$ cat src/rtl/flappy_pkg.sv
// Shared types and helpers for the LED-matrix bird game controller.
package flappy_pkg;

    typedef enum logic [1:0] {
        IDLE = 2'd0,
        PLAY = 2'd1,
        HIT  = 2'd2,
        OVER = 2'd3
    } game_state_e;

    typedef logic [3:0] bcd_t;

    localparam bcd_t BCD_NINE = 4'd9;

    // Counter width for a modulo-n counter, never narrower than one bit.
    function automatic int cnt_width(input int n);
        return (n > 1) ? $clog2(n) : 1;
    endfunction

endpackage

$ cat src/rtl/flappy_game_ctrl_bcd_counter.sv
// Multi-digit BCD up-counter with synchronous clear; saturates at all nines.
module bcd_counter
    import flappy_pkg::*;
#(
    parameter int DIGITS = 6
) (
    input  logic                clk,
    input  logic                reset,
    input  logic                clear,
    input  logic                inc,
    output logic [4*DIGITS-1:0] q
);

    logic [4*DIGITS-1:0] q_inc;
    logic                all_nines;

    // Ripple-carry BCD increment and all-nines detection.
    always_comb begin
        bcd_t digit;
        logic carry;
        q_inc     = q;
        carry     = 1'b1;
        all_nines = 1'b1;
        digit     = '0;
        for (int unsigned i = 0; i < DIGITS; i++) begin
            digit = q[4*i +: 4];
            if (digit != BCD_NINE) begin
                all_nines = 1'b0;
            end
            if (carry) begin
                if (digit == BCD_NINE) begin
                    q_inc[4*i +: 4] = '0;
                end else begin
                    q_inc[4*i +: 4] = digit + 4'd1;
                    carry           = 1'b0;
                end
            end
        end
    end

    // Score register: clear wins, increment is dropped once saturated.
    always_ff @(posedge clk or negedge reset) begin
        if (!reset) begin
            q <= '0;
        end else if (clear) begin
            q <= '0;
        end else if (inc && !all_nines) begin
            q <= q_inc;
        end
    end

endmodule

$ cat src/rtl/flappy_game_ctrl.sv
// Game controller: FSM, bird fall/flap physics, collision, BCD score and speed level.
module flappy_game_ctrl
    import flappy_pkg::*;
#(
    parameter int ROWS       = 16,
    parameter int DIGITS     = 6,
    parameter int FALL_DIV   = 4,
    parameter int FLAP_ROWS  = 2,
    parameter int HIT_TICKS  = 8,
    parameter int LEVEL_STEP = 5,
    parameter int MAX_LEVEL  = 3
) (
    input  logic                             clk,
    input  logic                             reset,
    input  logic                             tick,
    input  logic                             flap,
    input  logic                             start,
    input  logic [ROWS-1:0]                  obstacle_col,
    input  logic                             pipe_pass,
    output logic [$clog2(ROWS)-1:0]          bird_row,
    output logic [ROWS-1:0]                  bird_onehot,
    output logic [1:0]                       state,
    output logic [4*DIGITS-1:0]              score_bcd,
    output logic [$clog2(MAX_LEVEL+1)-1:0]   level,
    output logic                             game_over
);

    localparam int RW = $clog2(ROWS);
    localparam int LW = $clog2(MAX_LEVEL + 1);
    localparam int FW = cnt_width(FALL_DIV);
    localparam int HW = cnt_width(HIT_TICKS);
    localparam int PW = cnt_width(LEVEL_STEP);

    localparam logic [RW-1:0] ROW_MID   = RW'(ROWS / 2);
    localparam logic [RW-1:0] ROW_FLOOR = RW'(ROWS - 1);

    game_state_e state_q, state_d;

    logic [FW-1:0]   fall_cnt, fall_cnt_d;
    logic [HW-1:0]   hit_cnt, hit_cnt_d;
    logic [PW-1:0]   pass_cnt, pass_cnt_d;
    logic            blank, blank_d;
    logic [RW-1:0]   bird_row_d;
    logic [ROWS-1:0] bird_onehot_d;
    logic [LW-1:0]   level_d;
    logic            game_over_d;
    logic            collision;
    logic            score_clr;
    logic            score_inc;

    assign collision = (state_q == PLAY) &&
                       (obstacle_col[bird_row] || (bird_row == ROW_FLOOR));

    assign state = state_q;

    // State register.
    always_ff @(posedge clk or negedge reset) begin
        if (!reset) begin
            state_q <= IDLE;
        end else begin
            state_q <= state_d;
        end
    end

    // Next-state logic.
    always_comb begin
        state_d = state_q;
        unique case (state_q)
            IDLE: if (start) state_d = PLAY;
            PLAY: if (collision) state_d = HIT;
            HIT:  if (tick && (hit_cnt == HW'(HIT_TICKS - 1))) state_d = OVER;
            OVER: if (start) state_d = IDLE;
            default: state_d = IDLE;
        endcase
    end

    // Next values for the registered outputs and internal counters.
    // A collision cycle freezes the bird and drops any pipe_pass seen alongside it.
    always_comb begin
        bird_row_d = bird_row;
        fall_cnt_d = fall_cnt;
        hit_cnt_d  = hit_cnt;
        pass_cnt_d = pass_cnt;
        level_d    = level;
        blank_d    = blank;
        score_clr  = 1'b0;
        score_inc  = 1'b0;
        unique case (state_q)
            IDLE: begin
                bird_row_d = ROW_MID;
                fall_cnt_d = '0;
                hit_cnt_d  = '0;
                blank_d    = 1'b0;
                if (start) begin
                    pass_cnt_d = '0;
                    level_d    = '0;
                    score_clr  = 1'b1;
                end
            end
            PLAY: begin
                if (!collision) begin
                    if (flap) begin
                        bird_row_d = (int'(bird_row) >= FLAP_ROWS) ?
                                     bird_row - RW'(FLAP_ROWS) : '0;
                        fall_cnt_d = '0;
                    end else if (tick) begin
                        if (fall_cnt == FW'(FALL_DIV - 1)) begin
                            fall_cnt_d = '0;
                            if (bird_row != ROW_FLOOR) begin
                                bird_row_d = bird_row + 1'b1;
                            end
                        end else begin
                            fall_cnt_d = fall_cnt + 1'b1;
                        end
                    end
                    if (pipe_pass) begin
                        score_inc = 1'b1;
                        if (pass_cnt == PW'(LEVEL_STEP - 1)) begin
                            pass_cnt_d = '0;
                            if (level != LW'(MAX_LEVEL)) begin
                                level_d = level + 1'b1;
                            end
                        end else begin
                            pass_cnt_d = pass_cnt + 1'b1;
                        end
                    end
                end
            end
            HIT: begin
                if (tick) begin
                    if (hit_cnt == HW'(HIT_TICKS - 1)) begin
                        hit_cnt_d = '0;
                        blank_d   = 1'b0;
                    end else begin
                        hit_cnt_d = hit_cnt + 1'b1;
                        blank_d   = ~blank;
                    end
                end
            end
            OVER: begin
                if (start) begin
                    bird_row_d = ROW_MID;
                    fall_cnt_d = '0;
                end
            end
            default: ;
        endcase
        bird_onehot_d = blank_d ? '0 : (ROWS'(1) << bird_row_d);
        game_over_d   = (state_d == OVER);
    end

    // Datapath and output registers.
    always_ff @(posedge clk or negedge reset) begin
        if (!reset) begin
            bird_row    <= ROW_MID;
            bird_onehot <= ROWS'(1) << ROW_MID;
            fall_cnt    <= '0;
            hit_cnt     <= '0;
            pass_cnt    <= '0;
            level       <= '0;
            blank       <= 1'b0;
            game_over   <= 1'b0;
        end else begin
            bird_row    <= bird_row_d;
            bird_onehot <= bird_onehot_d;
            fall_cnt    <= fall_cnt_d;
            hit_cnt     <= hit_cnt_d;
            pass_cnt    <= pass_cnt_d;
            level       <= level_d;
            blank       <= blank_d;
            game_over   <= game_over_d;
        end
    end

    bcd_counter #(
        .DIGITS(DIGITS)
    ) u_score (
        .clk   (clk),
        .reset (reset),
        .clear (score_clr),
        .inc   (score_inc),
        .q     (score_bcd)
    );

endmodule
$ cat config.mk
export PLATFORM = sky130hd
export DESIGN_NAME = flappy_game_ctrl
export DESIGN_NICKNAME = d
export VERILOG_FILES = /design/src/rtl/flappy_pkg.sv /design/src/rtl/flappy_game_ctrl_bcd_counter.sv /design/src/rtl/flappy_game_ctrl.sv
export SDC_FILE = /design/constraint.sdc
export NUM_CORES = 1
export LEC_CHECK = 0
export ABC_AREA = 1
export CAP_MARGIN = 30
export CORE_ASPECT_RATIO = 1.4
export CORE_MARGIN = 8
export CORE_UTILIZATION = 45
export DETAILED_ROUTE_END_ITERATION = 12
export PLACE_DENSITY = 0.7
export SYNTH_ARGS = -nofsm -noshare
export SYNTH_HDL_FRONTEND = slang
export SYNTH_SLANG_ARGS = --single-unit
$ cat constraint.sdc
create_clock -name clk -period 3 [get_ports clk]
set_clock_uncertainty 0.1 [all_clocks]
set_input_delay 0.45 -clock clk [delete_from_list [all_inputs] [get_ports clk]]
set_output_delay 0.45 -clock clk [all_outputs]
set_load 0.02 [all_outputs]
**Word level (Yosys, flattened, before mapping)**

Index checks and enable logic that the tools add are counted.

- Bits in registers: 58
- Latch bits: 0
- RAM bits: 0
- Bits in read-only memories: 0
- Input port bits: 22
- Output and inout bits: 49
- Logic and storage cells: 156
- Memories kept: 0

- Add/subtract/negate cells: 12
- Multipliers: 0
- Div/mod/pow operators: 0
- $lt $le $gt $ge: 2
- Equality and inequality tests: 30
- Shift operators: 1
- Muxes and demuxes: 71
- Bitwise logic cells: 1
- Reduce and logical (&&, ||, !) cells: 24

Operators by type and width:

| cell | number |
|---|---|
| 2-to-1 mux 4 bit | 18 |
| 2-to-1 mux 24 bit | 2 |
| adder 4 x 1 -> 4 bit (second input constant) | 7 |
| == test 4 bit (second input constant) | 7 |
| != test 4 bit (second input constant) | 7 |
| 2-to-1 mux 2 bit | 13 |
| 2-to-1 mux 1 bit | 23 |
| 2-to-1 mux 3 bit | 6 |
| 2-to-1 mux 16 bit | 1 |
| nonzero test 2 bit | 8 |
| << shifter 1 x 4 -> 16 bit (first input constant) | 1 |
| != test 2 bit (second input constant) | 6 |
| case mux 3 bit (2 select lines) | 2 |
| case mux 4 bit (3 select lines) | 1 |
| AND reduction 2 bit | 6 |
| == test 2 bit (second input constant) | 4 |
| case mux 2 bit (4 select lines) | 1 |
| AND reduction 4 bit | 2 |
| adder 3 x 1 -> 3 bit (second input constant) | 2 |
| == test 3 bit (second input constant) | 2 |
| case mux 2 bit (3 select lines) | 1 |
| AND reduction 6 bit | 1 |
| less-than comparator 4 x 5 -> 1 bit (second input constant) | 1 |
| adder 2 x 1 -> 2 bit (second input constant) | 2 |
| other kinds (14) | 17 |

**Depth between registers and ports, before layout**

- Word-level depth: 11
- Depth in mapped cells: 14
- Mapped depth without buffers: 14

**Hierarchy**

A second synthesis with hierarchy kept.

- Cell total of the unflattened synthesis: 431
- Area, all modules: 3458.3 um^2

Modules (own cells, without submodules):

| module | instances | cells each | area an instance (um^2) | sequential area each (um^2) |
|---|---|---|---|---|
| flappy_game_ctrl | 1 | 241 | 1940.6 | 853.3 |
| bcd_counter | 1 | 190 | 1517.7 | 600.6 |

**Worst setup path after synthesis**

Ideal clock, no wire load.

- Path type: register to register
- From: register u_score.q[8]
- To: register u_score.q[10]
- Setup time: 0.077 ns
- Arrival time: 1.758 ns
- Required time: 2.823 ns
- Slack: 1.065 ns
- Stages on the path, launching flop included: 12
- Path buffers: 0
- Period minus slack after synthesis: 1.935 ns
- Cells stage by stage: dfrtp_1 > ha_1 > nand2_1 > nor2_1 > nand4_1 > nor2_1 > nor2_1 > nand2_2 > nand2_4 > o21ai_2 > nand2_1 > o21ai_1

- Word-level cells in the longest chain between the ends: 9
- Elaborated cells on any way between the ends: 15
- Classes of those cells: add/sub (1); eq/ne (2); mux (8); reduce/logical (4)

RTL lines:

| item | RTL line | RTL |
|---|---|---|
| start, declared | flappy_game_ctrl_bcd_counter.sv:11 | `output logic [4*DIGITS-1:0] q` |
| start signal, assigned | flappy_game_ctrl_bcd_counter.sv:48 | `q <= q_inc;` |
| != test 4 bit | flappy_game_ctrl_bcd_counter.sv:27 | `if (digit != BCD_NINE) begin` |
| 2-to-1 mux 1 bit (4 in series) | flappy_game_ctrl_bcd_counter.sv:27 |  |
| zero test 1 bit | flappy_game_ctrl_bcd_counter.sv:47 | `end else if (inc && !all_nines) begin` |
| logical AND 1 bit | flappy_game_ctrl_bcd_counter.sv:47 |  |
| nonzero test 2 bit (no source line) | - |  |
| AND reduction 2 bit (no source line) | - |  |

Several ways; a longest one is shown, not always the timed one. The select of a mux whose other input is x is not followed.
A chain may end at the register's enable or synchronous reset.

**Final worst setup path**

- From: register bird_row[1]
- To: register u_score.q[8]

- Word-level cells in the longest chain between the ends: 9
- Elaborated cells on any way between the ends: 10
- Classes of those cells: eq/ne (1); mux (4); reduce/logical (5)

RTL lines:

| item | RTL line | RTL |
|---|---|---|
| start, declared | flappy_game_ctrl.sv:20 | `output logic [$clog2(ROWS)-1:0] bird_row,` |
| start signal, assigned | flappy_game_ctrl.sv:164 | `bird_row <= bird_row_d;` |
| binary-select mux 1 bit (select 4 bit) | flappy_game_ctrl.sv:52 | `(obstacle_col[bird_row] \|\| (bird_row == ROW_FLOOR));` |
| 2-to-1 mux 1 bit (implied by the code) | flappy_game_ctrl.sv:52 |  |
| logical OR 1 bit (*) | flappy_game_ctrl.sv:52 |  |
| logical AND 1 bit (*) | flappy_game_ctrl.sv:51 | `assign collision = (state_q == PLAY) &&` |
| 2-to-1 mux 1 bit (*) | flappy_game_ctrl.sv:101 | `if (!collision) begin` |
| 2-to-1 mux 1 bit (*) | flappy_game_ctrl.sv:88 | `unique case (state_q)` |
| logical AND 1 bit (*) | flappy_game_ctrl_bcd_counter.sv:47 |  |
| nonzero test 2 bit (no source line) (*) | - |  |
| AND reduction 2 bit (no source line) (*) | - |  |

Mark *: on every way between the ends. The rest lies on a longest branch, timed or not. The select of a mux whose other input is x is not followed.

==> out/results.ini <==
[drt]
wl_met3_um = 453
vias = 2967
dr.pass1.iters = 4
post_drt_wl_per_cell_um = 12.85
drc = 0
wirelength_um = 7800
vias_per_cell = 4.888
wl_met1_um = 3033
routed.top_layer = met4
first_iter_violations = 74
wl_met2_um = 4157
postRouteAntennaNets = 0

[clocking]
clk-insertion-delay-late_ns = 0.35
cts_buffer_depth = 2
cts_hold_buf = 0
ctsRootBufferMaster = clkbuf_8
h-tree-depth = 3
cts_tree = built
cts_buffers = 9
clock_sinks = 58
clk_pin_slew_ns = 0.07
postCtsSetupBuffers = 0
cts.repair.resized = 0

[setup_path]
slowest_stage = dfrtp_1
critical_path_class = register to register
critPathArrivalTime_ns = 2.43
path_cells = ha_1 -> nor2_1 -> nand3_1 -> nand3_2 -> nand2_1 -> nor2_1 -> nand2_2 -> nand2_4 -> o21ai_2 -> nand2_1 -> o21ai_1
start_kind = register
endpoint_kind = register
required_ns = 3.11
max_stage_delay_ns = 0.56
crit_fanout = 13

[global_routing]
grt_pass1_vias = 2944
grt-ovfl-total = 0
grt_pass1_wl_um = 13180
grt_max_degree = 35
track_usage_pct = 15.98
antenna_found_initial = 0

[timing]
whs_ns = 0.07881
layout_setup_ws_ns = 0.6844
worst_pin_slew_ns = 0.7846
setup_violations = 0
min_period_over_period_pct = 77.19
min_period_ns = 2.316
max-slew-margin-rel_pct = 47.69
rsz0062_at_grt = false
max_freq_ghz = 0.4319
hold_viol = 0
setup_tns_ns = 0
slew_violations = 0

[cells_and_area]
layout-drive-gt1-share_pct = 10.39
area_growth_syn_to_layout_pct = 30.85
final_nets = 547
post-route-cell-area_um2 = 4373
num_antenna_cells = 0

[floorplanning]
initial_core_util_pct = 45.98
die_y_um = 118.0
pin_count = 71
die_width_um = 88.84
core-area_um2 = 7268
die_area_um2 = 10480
row_count = 37

[power]
p_per_area_nw_per_um2 = 871.9
p_leak_nw = 2.110
irDropWorstVdd_uv = 397.8

[logic_synthesis]
ys_ff_latch = 58
ys_warn_count = 0
syn_inst = 425
syn_area_um2 = 3342
synth_nets = 467
synth.distinct_cells = 34
seq_area_frac_synth_pct = 43.50
avgSynthCellArea_um2 = 7.863

[placement]
numPortBuffers = 70
dpl_worst_slack_ns = 0.6847
dpl.hpwl_um = 6040
place_area_um2 = 4154
place_congestion = 0.8514

[worst_hold_path]
hold_path.class = primary input to asynchronous set/reset pin

[run]
drv_cap = 0

[status]
status = finished clean

==> cell usage after synthesis <==
cell type  instances  area share (%)
inv_2              5            0.56
o21a_1             1            0.22
nor2_2             2            0.37
nand3_1           39             5.8
ha_1              20             7.5
buf_4              2            0.45
nand4_1            3            0.56
a21oi_1           12             1.8
buf_6              1            0.34
nand3_2            3            0.90
buf_1              1            0.11
nand2_2            6             1.1
o21bai_1           1            0.22
o22ai_1            2            0.37
dfstp_2            2             1.6
xor2_1             5             1.3
o21ai_0           33             4.9
nand2_1           90              10
nand3b_1           1            0.22
xnor2_1            5             1.3
dfrtp_1           56              42
buf_2              1            0.15
o311ai_0           1            0.26
nor4b_1            1            0.26
o21ai_1            4            0.60
nor2_1            53             6.0
nand2_4            5             1.7
inv_1             56             6.3
nor3_1             1            0.15
o211ai_1           2            0.45
a21oi_2            2            0.52
or2_2              6             1.1
o21ai_2            2            0.52
o32ai_1            1            0.26
==> cells in the final DEF (no fill, tap or decap), types with 2 or more instances in the layout <==
cell	instances
clkinv_2	2
nand2_1	90
nand3_2	3
o21ai_2	2
o21ai_1	4
a21oi_1	12
o211ai_1	2
a21oi_2	2
inv_2	5
inv_1	56
clkdlybuf4s50_1	69
nor2_2	2
o21ai_0	33
nor2_1	53
nand4_1	3
buf_4	4
xnor2_1	5
xor2_1	5
nand2_4	5
or2_2	6
ha_1	20
o22ai_1	2
dfstp_2	2
nand3_1	39
bufinv_16	2
dfrtp_1	56
nand2_2	6
clkbuf_8	10
==> cell families after synthesis <==
| group | count (synthesis) | synth area share [%] |
|---|---|---|
| DFF | 58 | 43.50 |
| xor gates and xnor gates | 10 | 2.621 |
| and+or+nand+nor | 210 | 28.30 |
| AOI/OAI and AO/OA | 61 | 10.18 |
| adders and majority gates | 20 | 7.488 |
| buffers and inverters | 66 | 7.899 |
==> worst max-delay path, delay by kind of cell, from the launching register on <==
family	cells	cell delay, ns
AO/OA/AOI/OAI	2	0.22
flip-flops	1	0.56
adder cells (fa/ha/maj)	1	0.32
AND/OR/NAND/NOR	8	0.99
==> power by group <==
group	switching (mW)	internal [mW]	total, mW
Combinational	1.02	0.723	1.75
Sequential	0.259	1.00	1.26
Clock	0.315	0.487	0.803
Total	1.60	2.21	3.81
==> stage by stage <==
step / power, mW / util (%) / cells
5_1_grt: 4.109 / 60.17 / 607
2_1_floorplan: 2.386 / - / 425
6_report: 3.813 / 60.17 / 607
4_1_cts: 3.854 / 60.17 / 607
3_3_place_gp: 2.998 / 57.15 / 591
3_5_place_dp: 3.040 / 57.15 / 591
==> flip-flops by register name, summed over array words and instances (netlist names) <==
signal / count
bird_onehot: 16
bird_row: 4
blank: 1
fall_cnt: 2
game_over: 1
hit_cnt: 3
level: 2
pass_cnt: 3
state: 2
u_score.q: 24
==> path summary, 6_finish.rpt <==
| kind | start | end | slack [ns] | cells after the start |
|---|---|---|---|---|
| max in group asynchronous | reset | u_score.q[2] | 2.02 | 2 |
| min | reset | u_score.q[16] | 0.08 | 1 |
| min in group clk | fall_cnt[1] | fall_cnt[1] | 0.40 | 2 |
| max | bird_row[1] | u_score.q[8] | 0.68 | 11 |
| max reg2reg | bird_row[1] | u_score.q[8] | 0.68 | 11 |
| min reg2reg | fall_cnt[1] | fall_cnt[1] | 0.40 | 2 |
==> layer usage <==
metal,up-vias,global-route usage (%)
met5,-,0
met4,0,9.671
met3,13,4.053
met2,63,27.78
met1,1381,16.26
li1,1510,-
==> area by class of cell <==
cell class / instances / area (µm²)
clock buffer: 11 / 141.4
clock inverter: 5 / 77.57
fill: 683 / 2895
inverter: 61 / 229.0
multi-input combinational: 301 / 1624
sequential: 58 / 1454
tap: 97 / 121.4
timing repair buffer: 74 / 725.7
(Power assumes the default switching activity.)
